**src/rtl/seq_scan_ctrl.sv**
```systemverilog
// Word-to-serial pattern scanner: accepts words over valid/ready, shifts them MSB-first
// into a history register, and counts overlapping pattern matches. Optional irq: SEQ_SCAN_IRQ_EN.
module seq_scan_ctrl #(
    parameter int WORD_W = 8,
    parameter int PAT_W  = 5,
    parameter int CNT_W  = 16
) (
    input  logic              clk,
    input  logic              rst,
    input  logic              en,
    input  logic              clr,
    input  logic [PAT_W-1:0]  cfg_pattern,
    input  logic [CNT_W-1:0]  cfg_thresh,
    input  logic              irq_ack,
    input  logic              in_valid,
    input  logic [WORD_W-1:0] in_data,
    output logic              in_ready,
    output logic              busy,
    output logic              match_pulse,
    output logic [CNT_W-1:0]  match_cnt,
    output logic              irq
);

    // Handshake: a word transfers on a rising edge where in_valid && in_ready;
    // in_ready depends only on state, never on in_valid.
    localparam logic [1:0] ST_IDLE   = 2'd0;
    localparam logic [1:0] ST_ACCEPT = 2'd1;
    localparam logic [1:0] ST_SHIFT  = 2'd2;

    localparam int FILL_W = $clog2(PAT_W + 1);
    localparam int BC_W   = (WORD_W > 1) ? $clog2(WORD_W) : 1;

    logic [1:0]        state;
    logic [WORD_W-1:0] word_sr;
    logic [BC_W-1:0]   bit_cnt;
    logic [PAT_W-1:0]  pattern;
    logic [PAT_W-1:0]  history;
    logic [PAT_W-1:0]  hist_next;
    logic [FILL_W-1:0] fill;
    logic [FILL_W-1:0] fill_next;
    logic              shifting;
    logic              last_bit;
    logic              match;
    logic              cnt_sat;

    always_comb begin
        shifting  = (state == ST_SHIFT);
        last_bit  = (bit_cnt == BC_W'(WORD_W - 1));
        hist_next = {history[PAT_W-2:0], word_sr[WORD_W-1]};
        fill_next = (fill == FILL_W'(PAT_W)) ? fill : fill + FILL_W'(1);
        // fill_next reaching PAT_W guarantees the history holds only real bits
        match     = shifting && (hist_next == pattern) && (fill_next == FILL_W'(PAT_W));
        cnt_sat   = &match_cnt;
    end

    assign in_ready = (state == ST_ACCEPT);
    assign busy     = (state != ST_IDLE);

    always_ff @(posedge clk) begin
        if (rst) begin
            state   <= ST_IDLE;
            word_sr <= '0;
            bit_cnt <= '0;
            pattern <= '0;
        end else begin
            case (state)
                ST_IDLE: begin
                    if (en) begin
                        state   <= ST_ACCEPT;
                        pattern <= cfg_pattern;
                    end
                end
                ST_ACCEPT: begin
                    if (in_valid) begin
                        word_sr <= in_data;
                        bit_cnt <= '0;
                        state   <= ST_SHIFT;
                    end
                end
                ST_SHIFT: begin
                    word_sr <= word_sr << 1;
                    bit_cnt <= bit_cnt + BC_W'(1);
                    if (last_bit) begin
                        state <= en ? ST_ACCEPT : ST_IDLE;
                    end
                end
                default: state <= ST_IDLE;
            endcase
        end
    end

    // clr wipes match history but leaves the word in flight to keep shifting
    always_ff @(posedge clk) begin
        if (rst || clr) begin
            history     <= '0;
            fill        <= '0;
            match_cnt   <= '0;
            match_pulse <= 1'b0;
        end else begin
            match_pulse <= match;
            if (shifting) begin
                history <= hist_next;
                fill    <= fill_next;
            end
            if (match && !cnt_sat) begin
                match_cnt <= match_cnt + CNT_W'(1);
            end
        end
    end

`ifdef SEQ_SCAN_IRQ_EN
    logic irq_set;

    assign irq_set = match && !cnt_sat && (cfg_thresh != '0) &&
                     ((match_cnt + CNT_W'(1)) == cfg_thresh);

    always_ff @(posedge clk) begin
        if (rst || clr) begin
            irq <= 1'b0;
        end else if (irq_set) begin
            irq <= 1'b1;
        end else if (irq_ack) begin
            irq <= 1'b0;
        end
    end
`else
    logic unused_irq_inputs;

    assign unused_irq_inputs = ^{cfg_thresh, irq_ack};
    assign irq               = 1'b0;
`endif

endmodule

```
**config.mk**
```make
export PLATFORM = sky130hd
export DESIGN_NAME = seq_scan_ctrl
export DESIGN_NICKNAME = d
export VERILOG_FILES = /design/src/rtl/seq_scan_ctrl.sv
export SDC_FILE = /design/constraint.sdc
export NUM_CORES = 1
export LEC_CHECK = 0
export ABC_AREA = 0
export BUFFER_PORTS_ARGS = -buffer_cell sky130_fd_sc_hd__buf_2
export CAP_MARGIN = 20
export CORE_AREA = 2 2 64 66
export CTS_CLUSTER_SIZE = 28
export DETAILED_ROUTE_END_ITERATION = 8
export DIE_AREA = 0 0 66 68
export GPL_ROUTABILITY_DRIVEN = 1
export PLACE_DENSITY = 0.9
export SLEW_MARGIN = 0
export SYNTH_ARGS = -nofsm -noshare
export SYNTH_HDL_FRONTEND = slang
export SYNTH_SLANG_ARGS = --single-unit
```
**constraint.sdc**
```tcl
create_clock -name clk -period 3.4 [get_ports clk]
set_input_delay 1.02 -clock clk [delete_from_list [all_inputs] [get_ports clk]]
set_output_delay 1.02 -clock clk [all_outputs]
set_load 0.005 [all_outputs]
```
==> flow_summary.toml, run 1 <==
[sta]
slew_headroom_pct = 62.5
finalCritPeriodShare_pct = 72.0
max_freq_mhz = 408
setup_tns_ns = 0
final-max-slew-violation-count = 0
layout_min_cycle_time_ns = 2.45
hold_viol = 0
tightest_slew_ns = 0.562
setup_ws_ns = 0.952
rsz0062_at_grt = "no"
fin_skew_ns = 0.00483
setup_viol = 0

[route]
dr.pass1.iters = 4
drc_errors = 0
vias = 1923
wire_per_inst_um = 13.6
ant_nets = 0
drt_iter0_drc = 146
wl_um = 4470
avgViaCountPerCell = 5.84

[die]
num_rows = 23
die-area_sq_um = 4490
die_w_um = 66
die_height_um = 68
pin_count = 55
initial_core_util_pct = 53.3
core_sq_um = 3860

[pwr]
power.density_nw_per_um2 = 405
leakage_nw = 0.914
seqPwrFrac_pct = 54.8
p_int_mw = 0.707
p_clk_share_pct = 33.2
switchingPower_mw = 0.242
power_frac_comb_pct = 12.0
p_sw_share_pct = 25.5
irDropWorstVdd_mv = 0.296

[clocking]
clk_pin_slew_worst_paths_ns = 0.07
cts-root-buf = "clkbuf_8"
clk_latency_ns = 0.29
tritoncts = "yes"
htreeDepth = 2
cts_buffer_depth = 2
numCtsBuffers = 5
ctsHoldBuffers = 0
cts_setup_buffers = 0
cts.repair.resized = 0
cts_sinks = 42

[logic_synthesis]
synth_edf_count = 0
synth.most_common_cell = "dfxtp_1"
synth_area_sq_um = 2060
synth_top_cell_by_area = "dfxtp_1"
syn_inst = 249
yosysWarningCount = 0
avgSynthCellArea_sq_um = 8.26
ys_seq_area_share_pct = 40.9
ys_top_cells_by_area = "dfxtp_1 41%, nand2_1 7.1%, mux2i_1 5.8%, nor2_1 4.6%, a21oi_1 3.7%"
ys_types = 42
synth_ff_type = "dfxtp_1"
synth_commonest_cells = "42 x dfxtp_1, 39 x nand2_1, 25 x nor2_1, 15 x a21oi_1, 12 x mux2i_1"
synth_seq_cells = 42
yosysTopAreaCellShare_pct = 40.9
ys_async_sr_fraction_pct = 0
synth_nets = 289

[place]
gp_congestion = 0.835
portBuffers = 36
post-place-ws_ns = 1.02
dp_hpwl_um = 3020

[setup_path]
critPathKind = "register to register"
reg2reg_depth = 6
cp_max_fo = 20
r2r_start = "state[1]"
start_kind = "register"
cp-end-kind = "register"
r2r_slack_ns = 0.95
r2r-end = "match_cnt[13]"
cp-startpoint = "state[1]"
cp.required_ns = 3.57
worstPathArrival_ns = 2.62
cp-endpoint = "match_cnt[13]"

[global_route]
grt_pass1_wl_um = 7140
grt_start_max_net_pins = 30
grt_pass1_vias = 1666
grt_usage_pct = 20.5
grt_overflow = 0
antenna_found_initial = 0

[min_path]
hp-class = "register to register"

[status]
outcome = "completed"

[final_layout]
fillers = 330
syn_to_final_growth_pct = 13.9
multi_input_area_sq_um = 1130
antenna_cells = 0
drive_gt1_share_pct = 17.6
nets = 320
seq_area_sq_um = 841

[flow_run]
cap_violations = 0
-- power groups by stage --
stage          clock, mW  sequential, mW  combinational, mW
4_1_cts            0.318           0.520              0.112
3_3_place_gp           0           0.530              0.108
2_1_floorplan          0           0.528             0.0821
6_report           0.315           0.520              0.113
5_1_grt            0.337           0.522              0.126
3_5_place_dp           0           0.531              0.112
-- area by class of cell --
class	count	area share [%]
Clock buffer	6	3.53
Inverter	6	0.962
Sequential cell	42	35.9
Tap cell	50	2.67
Timing Repair Buffer	39	8.65
Multi-Input combinational cell	186	48.3
-- cell families (layout without fill, tap and decap cells) --
kind of cell | after synthesis | after routing | synth area share [%]
compound gates | 47 | 47 | 15.5
xor+xnor | 6 | 6 | 2.56
fa+ha+maj | 5 | 5 | 3.04
buf+inv | 21 | 51 | 4.08
flops | 42 | 42 | 40.9
mux | 12 | 12 | 5.84
other cells | 1 | 1 | 0.182
simple gates | 115 | 115 | 27.9
-- stage by stage --
step | util [%] | hold WS, ns | power (mW) | instances | instance area (sq um)
5_1_grt | 60.7 | 0.499 | 0.986 | 329 | 2340
3_5_place_dp | 58.6 | 0.463 | 0.643 | 323 | 2260
6_report | 60.7 | 0.471 | 0.949 | 329 | 2340
3_3_place_gp | 58.6 | 0.458 | 0.638 | 323 | 2260
2_1_floorplan | - | 0.448 | 0.610 | 249 | 2060
4_1_cts | 60.7 | 0.474 | 0.950 | 329 | 2340
-- routing by layer --
| layer | global-route usage, % | wire length, um |
|---|---|---|
| met5 | 0 | 0 |
| met4 | 9.69 | 87 |
| met3 | 4.61 | 170 |
| met2 | 36.0 | 2240 |
| met1 | 23.7 | 1980 |
-- sequential cells by signal, summed over array words and instances (netlist names) --
register / flops
fill: 3
pattern: 5
history: 4
match_pulse: 1
bit_cnt: 3
state: 2
word_sr: 8
match_cnt: 16
-- how the worst min path moves through the flow --
stage          cells after the start  slack (ns)          to       start
2_1_floorplan                      2        0.45  history[3]  history[3]
3_3_place_gp                       2        0.46  history[3]  history[3]
3_5_place_dp                       2        0.46  history[3]  history[3]
4_1_cts                            2        0.47  history[3]  history[3]
5_1_grt                            2        0.50  word_sr[3]  word_sr[2]
6_report                           2        0.47  history[3]  history[3]
-- layout by cell type (no fill, tap or decap), drive strengths merged, types with 5 or more instances in the layout --
| master | Yosys | final |
|---|---|---|
| clkbuf | 11 | 6 |
| a21oi | 15 | 15 |
| ha | 5 | 5 |
| nand3 | 6 | 6 |
| a311oi | 7 | 7 |
| nand4 | 5 | 5 |
| o21ai | 7 | 7 |
| dfxtp | 42 | 42 |
| inv | 6 | 6 |
| nand2 | 39 | 39 |
| buf | 4 | 39 |
| mux2i | 12 | 12 |
| nor2 | 25 | 25 |
| nor4 | 7 | 7 |
| or3 | 11 | 11 |
-- critical path, stage by stage, from the launching register on --
cell      delay (ns)
dfxtp_1         0.40
nor2b_4         0.39
o211ai_1        0.14
buf_4           0.23
or4b_1          0.67
o311ai_0        0.36
o41ai_1         0.13
No activity file was read; power rests on OpenSTA's default activity.
==> run 2, diff against run 1 <==
CORE_AREA = 2 2 66 68   (was 2 2 64 66)
DIE_AREA = 0 0 68 70   (was 0 0 66 68)
PLACE_DENSITY = 0.86   (was 0.9)
clock period = 2.3 ns   (was 3.4 ns; I/O delays follow)
==> flow_summary.toml, run 2 (same netlist as run 1, synthesis figures left out) <==
[die]
die_w_um = 68
pin_count = 55
die-area_sq_um = 4760
core_sq_um = 4140
initial_core_util_pct = 49.6
die_height_um = 70
num_rows = 24

[sta]
final-max-slew-violation-count = 0
setup_ws_ns = 0.101
rsz0062_at_grt = "no"
max_freq_mhz = 455
hold_viol = 0
setup_viol = 0
slew_headroom_pct = 63.1
finalCritPeriodShare_pct = 95.6
whs_ns = 0.478
tightest_slew_ns = 0.551
layout_min_cycle_time_ns = 2.20
setup_tns_ns = 0
fin_skew_ns = 0.00544

[final_layout]
utilization_pct = 58.0
final_cells = 336
fillers = 379
syn_to_final_growth_pct = 17.0
largest_reg_flops = 16
final_cell_mix = "42 x dfxtp_1, 39 x nand2_1, 36 x buf_2"
final_common_cell = "dfxtp_1"
stdcell_area_sq_um = 2400
reg_top3 = "match_cnt: 16 flops, word_sr: 8 flops, pattern: 5 flops"
antenna_cells = 0
nets = 323
regMostFlops = "match_cnt"
drive_gt1_share_pct = 19.0

[setup_path]
max_stage_delay_ns = 0.69
cp-end-kind = "register"
cp_max_fo = 8
slowest_stage = "or4b_1"
worstPathArrival_ns = 2.37
critPathKind = "register to register"
path_cells = "ha_1, nand3b_1, o211ai_1, or4b_1, o311ai_0, o41ai_1"
start_kind = "register"
cp.required_ns = 2.47
reg2reg_depth = 6

[clocking]
cts-root-buf = "clkbuf_8"
tritoncts = "yes"
cts_sinks = 42
cts_setup_buffers = 0
clk_latency_ns = 0.29
cts_buffer_depth = 2
htreeDepth = 2
clk_pin_slew_worst_paths_ns = 0.08
numCtsBuffers = 5

[pwr]
power.density_nw_per_um2 = 633
leakage_nw = 0.939
power_mw = 1.52
irDropWorstVdd_mv = 0.258

[status]
outcome = "completed"

[place]
postPlaceCellArea_sq_um = 2280
portBuffers = 36
gp_congestion = 0.863
placed_cells = 328
dp_hpwl_um = 3160
post-place-ws_ns = 0.0689

[flow_run]
cap_violations = 0

[route]
ant_nets = 0
drc_errors = 0
wl_um = 4590
drt_iter0_drc = 206
avgViaCountPerCell = 5.73
wire_per_inst_um = 13.7
vias = 1926
dr.pass1.iters = 4

[min_path]
whs_path_depth = 2
hp-class = "register to register"

[global_route]
grt_overflow = 0
antenna_found_initial = 0
grt_start_max_net_pins = 27
grt_usage_pct = 20.3
grt_pass1_vias = 1684
grt_pass1_wl_um = 7580
## run 2: what timing repair did
item                       4_1_cts  5_1_grt
hold buffers                     0        0
gates resized for setup          0        3
setup endpoints to repair        0        2
## run 2: power breakdown
| part | switching, mW | internal [mW] |
|---|---|---|
| combinational | 0.107 | 0.0694 |
| clock | 0.255 | 0.324 |
| sequential | 0.0184 | 0.750 |
| total | 0.380 | 1.14 |
## run 2: critical path, delay by kind of cell, from the launching register on
family	cells	cell delay, ns
adder cells (fa/ha/maj)	1	0.24
flip-flops	1	0.42
AO/OA/AOI/OAI	3	0.60
AND/OR/NAND/NOR	2	0.82
## run 2: area by class of cell
cell class	count	area, sq um	area share, %
Clock buffer	6	72.6	3.02
Clock inverter	2	37.5	1.56
Inverter	6	22.5	0.937
Multi-Input combinational cell	186	1140	47.3
Sequential cell	42	841	35.0
Tap cell	52	65.1	2.71
Timing Repair Buffer	42	229	9.52
## run 2: layer usage
layer  vias up  share of wire (%)  global-route usage [%]
met4         0                1.9                    8.44
li1        961                  -                       -
met1       899                 44                    27.8
met2        56                 49                    31.0
met3        10                5.4                    3.70
met5         -                  0                       0
## run 2: path summary, 6_finish.rpt
path                   start  slack, ns       endpoint
setup / recovery     fill[0]       0.10  match_cnt[13]
hold / removal    word_sr[2]       0.48     word_sr[3]
setup reg to reg     fill[0]       0.10  match_cnt[13]
hold reg to reg   word_sr[2]       0.48     word_sr[3]
==> run 3, diff against run 2 <==
CAP_MARGIN = 5   (was 20)
CORE_AREA = 2 2 74 62   (was 2 2 66 68)
DIE_AREA = 0 0 76 64   (was 0 0 68 70)
PLACE_DENSITY = 0.85   (was 0.86)
==> flow_summary.toml, run 3 (same netlist as run 1, synthesis figures left out) <==
[status]
outcome = "completed"

[global_route]
grt_pass1_vias = 1721
grt_pass1_wl_um = 7400
grt_usage_pct = 18.3
grt_overflow = 0
grt_start_max_net_pins = 30
antenna_found_initial = 0

[clocking]
cts-root-buf = "clkbuf_8"
cts_buffer_depth = 2
clk_pin_slew_worst_paths_ns = 0.07
tritoncts = "yes"
htreeDepth = 2
ctsHoldBuffers = 0
clk_latency_ns = 0.29
numCtsBuffers = 5
cts_sinks = 42

[setup_path]
critPathKind = "register to register"
cp_max_fo = 26
cp.required_ns = 2.52
path_delay_family = "simple AND/OR/NAND/NOR gates"
worst-path-stages = 8
reg2reg_depth = 8
path_cells = "inv_1, ha_1, a21bo_2, o21ai_0, nand4_1, buf_4, or4_1, a21oi_1"
start_kind = "register"
critPathBufInv = 2
worstPathArrival_ns = 2.37
max_stage_delay_ns = 0.48
slowest_stage = "or4_1"
cp-end-kind = "register"

[die]
die_height_um = 64
num_rows = 21
core_sq_um = 4070
pin_count = 55
die_w_um = 76
die-area_sq_um = 4860
initial_core_util_pct = 50.5

[pwr]
seqPwrFrac_pct = 56.0
power.density_nw_per_um2 = 581
irDropWorstVdd_mv = 0.472
switchingPower_mw = 0.350
p_int_mw = 1.02
power_frac_comb_pct = 12.2
p_sw_share_pct = 25.4
p_clk_share_pct = 31.8
leakage_nw = 0.921

[sta]
fin_skew_ns = 0.00283
setup_tns_ns = 0
max_freq_mhz = 465
tightest_slew_ns = 0.528
final-max-slew-violation-count = 0
finalCritPeriodShare_pct = 93.4
rsz0062_at_grt = "no"
slew_headroom_pct = 64.7
setup_viol = 0
hold_viol = 0
whs_ns = 0.478
setup_ws_ns = 0.152
layout_min_cycle_time_ns = 2.15

[flow_run]
cap_violations = 0

[final_layout]
antenna_cells = 0
syn_to_final_growth_pct = 15.0
drive_gt1_share_pct = 18.1
final_cell_mix = "42 x dfxtp_1, 39 x nand2_1, 36 x buf_2"
regMostFlops = "match_cnt"
seq_area_sq_um = 841
nets = 322
final_cells = 339
stdcell_area_sq_um = 2360
fillers = 355
reg_top3 = "match_cnt: 16 flops, word_sr: 8 flops, pattern: 5 flops"
final_common_cell = "dfxtp_1"
multi_input_area_sq_um = 1130
largest_reg_flops = 16

[route]
wl_um = 4300
dr.pass1.iters = 4
wire_per_inst_um = 12.7
drc_errors = 0
vias = 1888
ant_nets = 0
avgViaCountPerCell = 5.57
drt_iter0_drc = 151

[place]
portBuffers = 36
placed_cells = 332
gp_congestion = 0.892
post-place-ws_ns = 0.0902
dp_hpwl_um = 2970
postPlaceCellArea_sq_um = 2280

[min_path]
whs_path_depth = 2
hp-class = "register to register"
## run 3: metrics by stage
step	utilization, %	power, mW
after detailed placement	56.1	0.951
after CTS	57.9	1.38
after global placement	56.1	0.947
after global routing	58.0	1.43
final	58.0	1.37
after floorplan	-	0.902
## run 3: worst paths after layout
path                            startpoint            to  slack (ns)
worst max register to register     fill[1]  match_cnt[4]        0.15
worst max-delay path               fill[1]  match_cnt[4]        0.15
worst min-delay path            history[3]    history[3]        0.48
worst min register to register  history[3]    history[3]        0.48
## run 3: power groups by stage
stage	sequential [mW]	combinational, mW	clock [mW]
floorplan	0.781	0.121	0
global placement	0.784	0.162	0
detailed placement	0.785	0.166	0
CTS	0.769	0.167	0.443
global route	0.772	0.189	0.469
finish	0.769	0.168	0.437
## run 3: layout make-up
cell class              count  area share [%]
clock buffers               7            3.23
inverters                   6           0.953
multi-input cells         186            48.0
flip-flops and latches     42            35.6
well taps                  57            3.02
repair buffers             41            9.21
## run 3: routing by layer
metal	track usage, %	routed length (um)	share of wire (%)	vias to the layer above
met5	0	0	0	-
met2	30.8	1910	44	51
met4	6.59	61	1.4	0
met3	2.97	207	4.8	7
li1	-	-	-	960
met1	23.9	2120	49	870
## run 3: tightest hold or removal path: stages (launching register included)
cell and delay [ns]:
dfxtp_1 0.32, nand2_1 0.05, a21oi_1 0.06
## run 3: repair_timing
item,CTS,global route
buffers inserted,0,0
resized for setup,0,3
setup endpoints to repair,0,5
